`config.mk`:
```
export PLATFORM = sky130hd
export DESIGN_NAME = gf180mcu_osu_sc_gp9t3v3__subs_seq
export DESIGN_NICKNAME = d
export VERILOG_FILES = /design/src/rtl/gf180mcu_osu_sc_gp9t3v3__subs_seq_subh.sv /design/src/rtl/gf180mcu_osu_sc_gp9t3v3__subs_seq.sv
export SDC_FILE = /design/constraint.sdc
export NUM_CORES = 1
export LEC_CHECK = 0
export ABC_AREA = 1
export CAP_MARGIN = 20
export CORE_UTILIZATION = 45
export CTS_CLUSTER_DIAMETER = 40
export CTS_CLUSTER_SIZE = 28
export DETAILED_ROUTE_END_ITERATION = 7
export GPL_TIMING_DRIVEN = 0
export PLACE_DENSITY = 0.71
export SETUP_SLACK_MARGIN = 0.3
export SLEW_MARGIN = 20
export SYNTH_ARGS = -nofsm -noshare
export SYNTH_HDL_FRONTEND = slang
export SYNTH_SLANG_ARGS = --single-unit
```
`constraint.sdc`:
```
create_clock -name CLK -period 4.1 [get_ports CLK]
set_clock_uncertainty 0.2 [all_clocks]
set_input_delay 0.41 -clock CLK [delete_from_list [all_inputs] [get_ports CLK]]
set_output_delay 0.41 -clock CLK [all_outputs]
set_load 0.005 [all_outputs]
```
`src/rtl/gf180mcu_osu_sc_gp9t3v3__subs_seq_subh.sv`:
```
// Half subtractor: difference and borrow-out of A - B.
module gf180mcu_osu_sc_gp9t3v3__subh_1 (
  input  logic A,
  input  logic B,
  output logic D,
  output logic BO
);

  assign D  = A ^ B;
  assign BO = ~A & B;

endmodule

```
`src/rtl/gf180mcu_osu_sc_gp9t3v3__subs_seq.sv`:
```
// Bit-serial LSB-first subtractor: Y = A - B - BIN, one bit per clock.
// Operands are loaded in parallel on START, and the result appears in parallel at DONE.
module gf180mcu_osu_sc_gp9t3v3__subs_seq #(
  parameter int WIDTH = 8
) (
  input  logic             CLK,
  input  logic             RN,
  input  logic             START,
  input  logic [WIDTH-1:0] A,
  input  logic [WIDTH-1:0] B,
  input  logic             BIN,
  output logic             BUSY,
  output logic             DONE,
  output logic [WIDTH-1:0] Y,
  output logic             BOUT
);

  localparam int CW = $clog2(WIDTH);
  localparam logic [CW-1:0] LAST = CW'(WIDTH - 1);

  localparam logic [1:0] S_IDLE = 2'd0;
  localparam logic [1:0] S_RUN  = 2'd1;
  localparam logic [1:0] S_DONE = 2'd2;

  logic [1:0]       state;
  logic [WIDTH-1:0] ra, rb;
  logic             br;
  logic [CW-1:0]    cnt;

  logic d1, bo1, d, bo2, br_next;

  // Full-subtract stage built from two half subtractors.
  gf180mcu_osu_sc_gp9t3v3__subh_1 u_hs0 (.A(ra[0]), .B(rb[0]), .D(d1), .BO(bo1));
  gf180mcu_osu_sc_gp9t3v3__subh_1 u_hs1 (.A(d1),    .B(br),    .D(d),  .BO(bo2));

  assign br_next = bo1 | bo2;

  always_ff @(posedge CLK or negedge RN) begin
    if (!RN) begin
      state <= S_IDLE;
      ra    <= '0;
      rb    <= '0;
      br    <= 1'b0;
      cnt   <= '0;
      Y     <= '0;
      BOUT  <= 1'b0;
    end else begin
      case (state)
        S_IDLE: if (START) begin
          ra    <= A;
          rb    <= B;
          br    <= BIN;
          Y     <= '0;
          cnt   <= '0;
          state <= S_RUN;
        end
        S_RUN: begin
          br <= br_next;
          ra <= ra >> 1;
          rb <= rb >> 1;
          Y  <= {d, Y[WIDTH-1:1]};
          // The counter stops at the last bit; the next START clears it.
          if (cnt == LAST) begin
            state <= S_DONE;
            BOUT  <= br_next;
          end else begin
            cnt <= cnt + 1'b1;
          end
        end
        S_DONE:  state <= S_IDLE;
        default: state <= S_IDLE;
      endcase
    end
  end

  // Decoded from the state flops only, so inputs never reach these outputs combinationally.
  assign BUSY = (state == S_RUN) || (state == S_DONE);
  assign DONE = (state == S_DONE);

endmodule

```
==> results.md, run 1 <==
- Sw frac: 0.422
- Setup TNS: 0 ns
- Placer Congestion: around 0.78
- Post-layout net count: around 270
- Port Buffers: 30
- Sequential area share after synthesis: 0.484
- Die W: slightly above 60 um
- Worst Path Required: between 3 and 4 ns
- DRT antenna net count: 0
- Post-synth EDFFs: 0
- Post-synth top cells: nand2_1 (121), dfrtp_1 (31), nand3_1 (14)
- Fmax: between 400 and 500 MHz
- Sequential power share: 0.361
- Die Span Y: about 60 um
- Root Buffer: clkbuf_4
- Cell taking the most area after synthesis: dfrtp_1
- Vias: around 1300
- Synth area leaders: dfrtp_1 (48%), nand2_1 (28%), ha_1 (5.5%)
- CP max FO: 4
- DR iter-0 viols: 74
- Worst-Margin Slew: just under 0.7 ns
- Final slew viol count: 0
- Leakage power total: around 1.1 nW
- Row cnt: 21
- Wire per inst: ~11 um
- Slew margin rel.: 0.543
- Global route overflow: 0
- Max Cap Violations: 0
- Synthesized instance count: between 200 and 250
- Clk buf depth: 2
- Area delta synth->final: 25.8%
- Logic pwr share: 0.512
- Drt pass-1 iters: 4
- RSZ-0062 raised after global routing: no
- CTS tree: done
- Async S/R FF share, synth: 1.00
- Post-CTS resize count: 0
- Clock sinks: 31
- Fraction of layout instances using a drive strength above 1: 0.0813
- Synth Register Bits: 31
- Maximum vdd drop: roughly 0.32 mV
- WS Path Type: reg2out
- Starting Density: 0.476
- Die area: 3800 um2
- Clk_lat worst skew: ~0.33 ns
- CTS Buf Count: 5
- Antenna violations before repair: 0
- Detailed Route WL: 3.10 mm
- Final count of negative-setup-slack endpoints: 0
- # hold bufs at CTS: 1
- # diodes: 0
- Clock transition at the registers of the reported paths: 0.09 ns
- Yosys top cell area share: 0.484
- Clock share of power: 0.127
- Switch Pwr: roughly 0.00056 W
- Leading register cell type out of synthesis: dfrtp_1
- Fin crit period: between 2 and 2.5 ns
- Synth Warn #: 0
- # IOs: 31
- Pin count of the biggest net entering global routing: 32
- Total power: 0.00132 W
- Residual DRC: 0
- GRT Util Overall: 0.194
- Setup crit end kind: primary output
- Setup bufs post-CTS: 0
- Cell variety after synth: 18
- CP startpoint kind: flop
- Synth Cell Area: 1600 um2
- H-Tree Level Count: 2
- Final period util: 0.538
- Power Density: ~660 nW/um2
- Vias in the first global route: 1183
- Final Hold Violating Endpoints: 0
- DR vias/cell: about 4.5
- CORE AREA: roughly 3400 um2
- Cell with the most instances after synthesis: nand2_1
- Critical Path AT: around 1.6 ns
- First-pass GRT wire length: around 5.2 mm
- Synth Area per Inst: roughly 7.7 um2
- Int Power: 0.000763 W
- Synthesized Nets: 235
- Outcome: completed
- Final HPWL DP: roughly 2.2 mm
- Worst Hold Class: reg2reg
## worst max-delay path: stages (launching register included)
cell and delay (ns):
dfrtp_1 0.40, inv_1 0.09, ha_1 0.29, clkdlybuf4s50_1 0.49
## cells in the final DEF, fill, tap and decap left out, drive strengths merged
cell and instances:
clkinv 1, nor2 3, clkdlybuf4s50 29, dlygate4sd3 1
nand3 14, ha 7, buf 10, o211ai 1
a21oi 2, nand2 123, dfrtp 31, o21ai 4
fa 1, inv 12, clkbuf 7
## per-layer routing
layer,part of all wire,global-route usage,wire [um]
met1,0.51,0.266,1570
met2,0.44,0.293,1360
met3,0.035,0.0441,108
met4,0.018,0.0889,57
met5,0,0,0
## power by group through the flow
stage / combinational, W / sequential (W) / clock [W]
after global routing: 0.000788 / 0.000489 / 0.000188
after global placement: 0.000673 / 0.000479 / 0
final: 0.000677 / 0.000477 / 0.000168
after detailed placement: 0.000683 / 0.000482 / 0
after CTS: 0.000687 / 0.000477 / 0.000172
after floorplan: 0.000496 / 0.000470 / 0
## worst paths after layout
| kind | start | end | slack, ns | cells after the start |
|---|---|---|---|---|
| max | state[0] | BUSY | 1.89 | 3 |
| min | ra[5] | ra[5] | 0.28 | 2 |
| max reg2reg | state[1] | rb[0] | 2.41 | 9 |
| min reg2reg | ra[5] | ra[5] | 0.28 | 2 |
| max in group asynchronous | RN | Y[7] | 2.81 | 2 |
| min in group asynchronous | RN | cnt[2] | 0.44 | 2 |
## sequential cells by signal, summed over array words and instances (netlist names)
name / cells
cnt: 3
rb: 8
ra: 8
br: 1
Y: 8
BOUT: 1
state: 2
## area by class of cell
cell class,count,area [um2]
fill,350,1350
sequential,31,776
multi-input combinational,155,698
timing repair buffer,31,305
buffer,9,80.1
tap,46,57.6
inverter,12,47.5
clock buffer,7,45.0
clock inverter,1,5.00
## cell families (layout without fill, tap and decap cells)
kind of cell | Yosys count | after routing | synth area share
buf+inv | 21 | 60 | 0.0797
flops | 31 | 31 | 0.484
simple gates | 140 | 140 | 0.345
fa+ha+maj | 8 | 8 | 0.0672
compound gates | 7 | 7 | 0.0234
## per-stage QoR
stage,hold slack [ns],instance area [um2],utilization,instances,setup slack (ns)
global placement,0.253,1960,0.583,283,1.80
floorplan,-0.0856,1600,-,207,2.59
CTS,0.283,2010,0.599,292,1.88
detailed placement,0.261,1950,0.581,283,2.25
finish,0.279,2010,0.599,292,1.89
global route,0.312,2010,0.599,292,1.80
Note: power is estimated with default switching activity, not from simulation.
==> run 2, diff against run 1 <==
==> constraint.sdc (replaced) <==
create_clock -name CLK -period 2.3 [get_ports CLK]
set_clock_uncertainty 0.2 [all_clocks]
set_input_delay 0.23 -clock CLK [delete_from_list [all_inputs] [get_ports CLK]]
set_output_delay 0.23 -clock CLK [all_outputs]
set_load 0.005 [all_outputs]
==> run 2 against run 1 <==
  * Clock power increased by 76%
  * Cell count increased by 0.34%
  * Sequential power increased by 77%
  * Global-route usage about the same
  * Non-clock buffer count increased by 1
  * Sequential cell count unchanged
  * Combinational power increased by 80%
  * Utilization increased by 0.30 points
==> results.md, run 2 (synthesis results as in run 1) <==
- Worst R2R End: rb[0]
- Worst Hold End: rb[7]
- Detailed Route WL: 3.09 mm (-0.26%)
- Fin crit period: 1.86 ns
- GRT Util Overall: 0.195 (+0.000442)
- Fraction of layout instances using a drive strength above 1: 0.0891 (+0.00777)
- Residual DRC: 0 (unchanged)
- Reg2reg start: state[0]
- # diodes: 0 (unchanged)
- Leakage power total: 1.14 nW (+1.3%)
- CTS tree: done
- Die Span Y: 61.7 um (unchanged)
- Final slew viol count: 0 (unchanged)
- CTS Buf Count: 5 (unchanged)
- Worst Hold Class: in2reg
- Critical Path AT: 1.43 ns (-0.17 ns)
- Most frequent cells in the layout: nand2_1 (121), dfrtp_1 (31), clkdlybuf4s50_1 (28)
- Starting Density: 0.476 (unchanged)
- First-pass GRT wire length: 5.20 mm (+0.27%)
- Worst min-delay path startpoint: B[7]
- Vias in the first global route: 1189 (+0.51%)
- DR iter-0 viols: 66 (-11%)
- Max Cap Violations: 0 (unchanged)
- Antenna violations before repair: 0 (unchanged)
- Largest regs: Y (8), ra (8), rb (8)
- Outcome: completed
- Final period util: 0.811
- Clk_lat worst skew: 0.33 ns (about the same)
- Worst hold path depth: 3 (+1)
- Global route overflow: 0 (unchanged)
- Worst Path Required: 1.87 ns (-1.62 ns)
- Clock transition at the registers of the reported paths: 0.10 ns (about the same)
- CP cell instances: inv_1 > ha_1 > clkdlybuf4s50_1
- Post-layout net count: 274 (+0.37%)
- Drt pass-1 iters: 4 (unchanged)
- Finished Core Util: 0.602 (+0.00298)
- DR vias/cell: 4.51 (-0.11%)
- CP max FO: 3 (-1)
- CORE AREA: 3360 um2 (unchanged)
- Slowest CP cell: clkdlybuf4s50_1
- Fmax: ~540 MHz
- Row cnt: 21 (unchanged)
- Worst R2R Setup Slack: 0.64 ns (-1.77 ns)
- Maximum vdd drop: 0.577 mV (+78%)
- Setup crit end kind: primary output
- Multi-input gate area: 698 um2 (unchanged)
- Slew margin rel.: 0.540 (-0.00270)
- Worst-Margin Slew: 0.690 ns (+0.00405 ns)
- Die area: 3800 um2 (unchanged)
- # IOs: 31 (unchanged)
- Hold WS: 0.265 ns (-0.0149 ns)
- Pin count of the biggest net entering global routing: 32 (unchanged)
- Critical Path Max Stage Delay: 0.49 ns (about the same)
- Setup TNS: 0 ns (unchanged)
- Vias: 1321 (+0.23%)
- WS Path Type: reg2out
- Clk buf depth: 2 (unchanged)
- H-Tree Level Count: 2 (unchanged)
- RSZ-0062 raised after global routing: no
- Placer Congestion: 0.780 (unchanged)
- Clock sinks: 31 (unchanged)
- Register area: 776 um2 (unchanged)
- Final count of negative-setup-slack endpoints: 0 (unchanged)
- Fillers: 348 (-0.57%)
- CP startpoint kind: flop
- Commonest non-fill, non-tap cell in the layout: nand2_1
- Die W: 61.7 um (unchanged)
- Final HPWL DP: 2.20 mm (unchanged)
- Wire per inst: 10.6 um (-0.60%)
- Area delta synth->final: 26.4%
- Port Buffers: 30 (unchanged)
- DRT antenna net count: 0 (unchanged)
- Power Density: 1170 nW/um2 (+78%)
- Final Hold Violating Endpoints: 0 (unchanged)
- Worst reg2reg path depth: 9 (unchanged)
- Total power: 0.00236 W (+79%)
- Root Buffer: clkbuf_4
==> run 2: worst max-delay path: cells and delay by family, from the launching register on <==
family / cells / cell delay [ns]
DFF: 1 / 0.38
buffers and inverters: 2 / 0.59
adders and majority gates: 1 / 0.15
==> run 2: worst max path at each step <==
stage,from,to,slack [ns],cells after the start
2_1_floorplan,state[1],state[0],0.79,7
3_3_place_gp,RN,rb[4],0.18,1
3_5_place_dp,state[1],rb[0],0.61,9
4_1_cts,state[1],BUSY,0.31,3
5_1_grt,state[0],DONE,0.34,3
6_report,state[0],DONE,0.44,3
==> run 2: through the flow <==
step | area [um2] | worst slack (ns) | cells
after detailed placement | 1950 | 0.614 | 283
after floorplan | 1600 | 0.792 | 207
after global placement | 1960 | 0.182 | 283
after global routing | 2020 | 0.341 | 293
after CTS | 2020 | 0.307 | 293
final | 2020 | 0.436 | 293
==> run 2: layout make-up <==
cell class | instances | share of cell area
flip-flops and latches | 31 | 0.383
multi-input cells | 155 | 0.345
repair buffers | 32 | 0.156
plain buffers | 9 | 0.0396
well taps | 46 | 0.0284
inverters | 12 | 0.0235
clock buffers | 7 | 0.0222
clock inverters | 1 | 0.00247
==> run 2: routing by layer <==
layer / track usage / share of wire / vias to the layer above
li1: - / - / 714
met1: 0.266 / 0.50 / 575
met2: 0.295 / 0.45 / 26
met3: 0.0441 / 0.033 / 6
met4: 0.0889 / 0.016 / 0
met5: 0 / 0 / -
==> run 2: repair_timing <==
item,CTS,global route
setup buffers,1,0
gates resized for setup,0,2
hold buffers,1,0
endpoints found under the setup margin,1,1
endpoints found under the hold margin,31,0
==> run 2: power breakdown <==
part | leakage, nW | switching (W) | internal (W)
registers | 0.403 | 0.000103 | 0.000743
logic | 0.704 | 0.000715 | 0.000504
clock network | 0.0293 | 0.000177 | 0.000119
total | 1.14 | 0.000995 | 0.00137
==> run 3, diff against run 2 <==
--- a/config.mk
+++ b/config.mk
@@ -12,7 +12,7 @@
 export CTS_CLUSTER_SIZE = 28
 export DETAILED_ROUTE_END_ITERATION = 7
 export GPL_TIMING_DRIVEN = 0
-export PLACE_DENSITY = 0.71
+export PLACE_DENSITY = 0.74
 export SETUP_SLACK_MARGIN = 0.3
 export SLEW_MARGIN = 20
 export SYNTH_ARGS = -nofsm -noshare
==> constraint.sdc (replaced) <==
create_clock -name CLK -period 1.6 [get_ports CLK]
set_clock_uncertainty 0.2 [all_clocks]
set_input_delay 0.16 -clock CLK [delete_from_list [all_inputs] [get_ports CLK]]
set_output_delay 0.16 -clock CLK [all_outputs]
set_load 0.005 [all_outputs]
==> run 3 against run 2 <==
  * The run now ends with negative setup slack left
  * Register-to-register slack lost 0.74 ns
  * Power is 120% higher
  * Via count is 22% higher
  * Sequential power rose by 48%
  * Die area unchanged
  * Clock-buffer cell count down 1
  * Sequential share of layout area decreased by 8.7 points
  * Utilization grew 18 points
  * Cell count grew 13%
  * Hold slack worse by 0.092 ns
  * Final area up 30%
  * Critical path depth increased by 6
==> results.md, run 3 (synthesis results as in run 1) <==
- Global route overflow: 0 (unchanged)
- First-pass GRT wire length: 6.65 mm (+28%)
- Fillers: 231 (-34%)
- Commonest non-fill, non-tap cell in the layout: nand2_1
- Wire per inst: 13.7 um (+29%)
- Post-place instance area: 2000 um2 (+2.2%)
- Final HPWL DP: 2.20 mm (about the same)
- Sw frac: 0.408 (-0.0133)
- Port Buffers: 30 (unchanged)
- Slowest CP cell: dfrtp_1
- # IOs: 31 (unchanged)
- DR iter-0 viols: 100 (+52%)
- CP startpoint kind: flop
- Worst-Margin Slew: 0.705 ns (+0.0155 ns)
- Fraction of layout instances using a drive strength above 1: 0.420 (+0.331)
- Vias in the first global route: 1480 (+24%)
- Int Power: 0.00307 W (+120%)
- Maximum vdd drop: 0.948 mV (+64%)
- Row cnt: 21 (unchanged)
- # diodes: 0 (unchanged)
- Min setup slack post-route: -0.0953 ns (-0.531 ns)
- Clock share of power: 0.127 (+0.002)
- CP max FO: 5 (+2)
- WS Path Type: reg2reg
- Area delta synth->final: 63.8%
- DRT antenna net count: 0 (unchanged)
- Clock sinks: 31 (unchanged)
- Worst Hold Class: in2reg
- Failing checks: negative setup slack
- Clock transition at the registers of the reported paths: 0.10 ns (about the same)
- GRT Util Overall: 0.252 (+0.0570)
- Worst Path Required: 1.63 ns (-0.24 ns)
- CTS Buf Count: 5 (unchanged)
- DR vias/cell: 4.85 (+7.6%)
- Switch Pwr: 0.00212 W (+110%)
- Outcome: finished, violations left
- Final count of negative-setup-slack endpoints: 33 (+33)
- Logic pwr share: 0.632 (+0.116)
- Clk_lat worst skew: 0.34 ns (about the same)
- Setup crit end kind: flop
- Root Buffer: clkbuf_4
- Placer Congestion: 0.798 (+2.3%)
- RSZ-0062 raised after global routing: yes
- Die W: 61.7 um (unchanged)
- Sequential power share: 0.242 (-0.116)
- CORE AREA: 3360 um2 (unchanged)
- Drt pass-1 iters: 4 (unchanged)
- Hold WS: 0.172 ns (-0.0925 ns)
- Die area: 3800 um2 (unchanged)
- Leakage power total: 1.43 nW (+26%)
- CP cell instances: buf_6 > inv_4 > buf_6 > ha_4 > buf_8 > inv_8 > buf_8 > o211ai_1 > nand2_1
- Fmax: 590 MHz
- Final period util: 1.06
- Final Hold Violating Endpoints: 0 (unchanged)
- Largest regs: Y (8), ra (8), rb (8)
- CTS tree: done
- Die Span Y: 61.7 um (unchanged)
- Most frequent cells in the layout: nand2_1 (93), dfrtp_1 (30), nand2_2 (27), buf_4 (27)
- Vias: 1611 (+22%)
- Fin crit period: 1.70 ns
- Pin count of the biggest net entering global routing: 32 (unchanged)
- Clk buf depth: 2 (unchanged)
- Slew margin rel.: 0.530 (-0.0103)
- Post-layout net count: 313 (+14%)
- Detailed Route WL: 4.54 mm (+47%)
- Final slew viol count: 0 (unchanged)
- H-Tree Level Count: 2 (unchanged)
- Critical Path AT: 1.73 ns (+0.30 ns)
- Antenna violations before repair: 0 (unchanged)
- Design Area, Final: 2620 um2 (+30%)
- Max Cap Violations: 0 (unchanged)
- Power Density: 1980 nW/um2 (+69%)
- Residual DRC: 0 (unchanged)
- Critical Path Max Stage Delay: 0.41 ns (-0.08 ns)
- Starting Density: 0.476 (unchanged)
-- run 3: cell types whose count changed in the layout (fill, tap and decap cells not counted), sizes merged --
cell / delta
buf: +42
dlymetal6s2s: -1
bufinv: +1
clkdlybuf4s50: -10
clkbuf: +7
-- run 3: final cells by class --
type	count	area [um2]	share of cell area
sequential	31	777	0.296
buffer	9	113	0.0429
tap	46	57.6	0.0219
clock inverter	2	35.0	0.0134
inverter	12	62.6	0.0238
clock buffer	6	51.3	0.0196
timing repair buffer	71	631	0.240
multi-input combinational	155	897	0.342
-- run 3: timing repair --
| action | in CTS | in global routing |
|---|---|---|
| hold buffers | 1 | 0 |
| gates resized for setup | 90 | 23 |
| setup buffers | 29 | 7 |
| endpoints found under the hold margin | 31 | 0 |
| cloned | 4 | 0 |
| endpoints found under the setup margin | 42 | 41 |
| pin swaps | 11 | 10 |
-- run 3: path summary, 6_finish.rpt --
check,start,depth (start not counted),slack [ns],to
worst max-delay path,state[1],9,-0.1,state[0]
worst min-delay path,B[7],3,0.17,rb[7]
worst max register to register,state[1],9,-0.1,state[0]
worst min register to register,rb[4],2,0.29,rb[4]
max in group asynchronous,RN,2,0.52,state[0]
min in group asynchronous,RN,2,0.19,rb[5]
-- run 3: power groups by stage --
stage / sequential (W) / clock [W] / combinational (W)
floorplan: 0.00121 / 0 / 0.00138
detailed placement: 0.00124 / 0 / 0.00187
global placement: 0.00123 / 0 / 0.00183
global route: 0.00128 / 0.000697 / 0.00354
CTS: 0.00124 / 0.000660 / 0.00296
finish: 0.00125 / 0.000657 / 0.00327
-- run 3: stage by stage --
stage | worst slack (ns) | power (W) | util | instances | setup TNS [ns]
6_report | -0.0953 | 0.00518 | 0.780 | 332 | -2.11
5_1_grt | -0.160 | 0.00551 | 0.780 | 332 | -4.00
4_1_cts | -0.0509 | 0.00485 | 0.762 | 325 | -0.331
3_5_place_dp | -0.0170 | 0.00311 | 0.594 | 283 | -0.0170
3_3_place_gp | -0.432 | 0.00307 | 0.595 | 283 | -13.39
2_1_floorplan | 0.154 | 0.00259 | - | 207 | 0
-- run 3: critical path: cells and delay by family, from the launching register on --
| kind | cells | cell delay, ns |
|---|---|---|
| compound gates | 1 | 0.17 |
| fa+ha+maj | 1 | 0.15 |
| buf+inv | 6 | 0.57 |
| flops | 1 | 0.41 |
| simple gates | 1 | 0.08 |
-- run 3: routing by layer --
layer	wire (um)	global-route usage
met1	1960	0.304
met2	2340	0.419
met3	157	0.0609
met4	79	0.124
met5	0	0
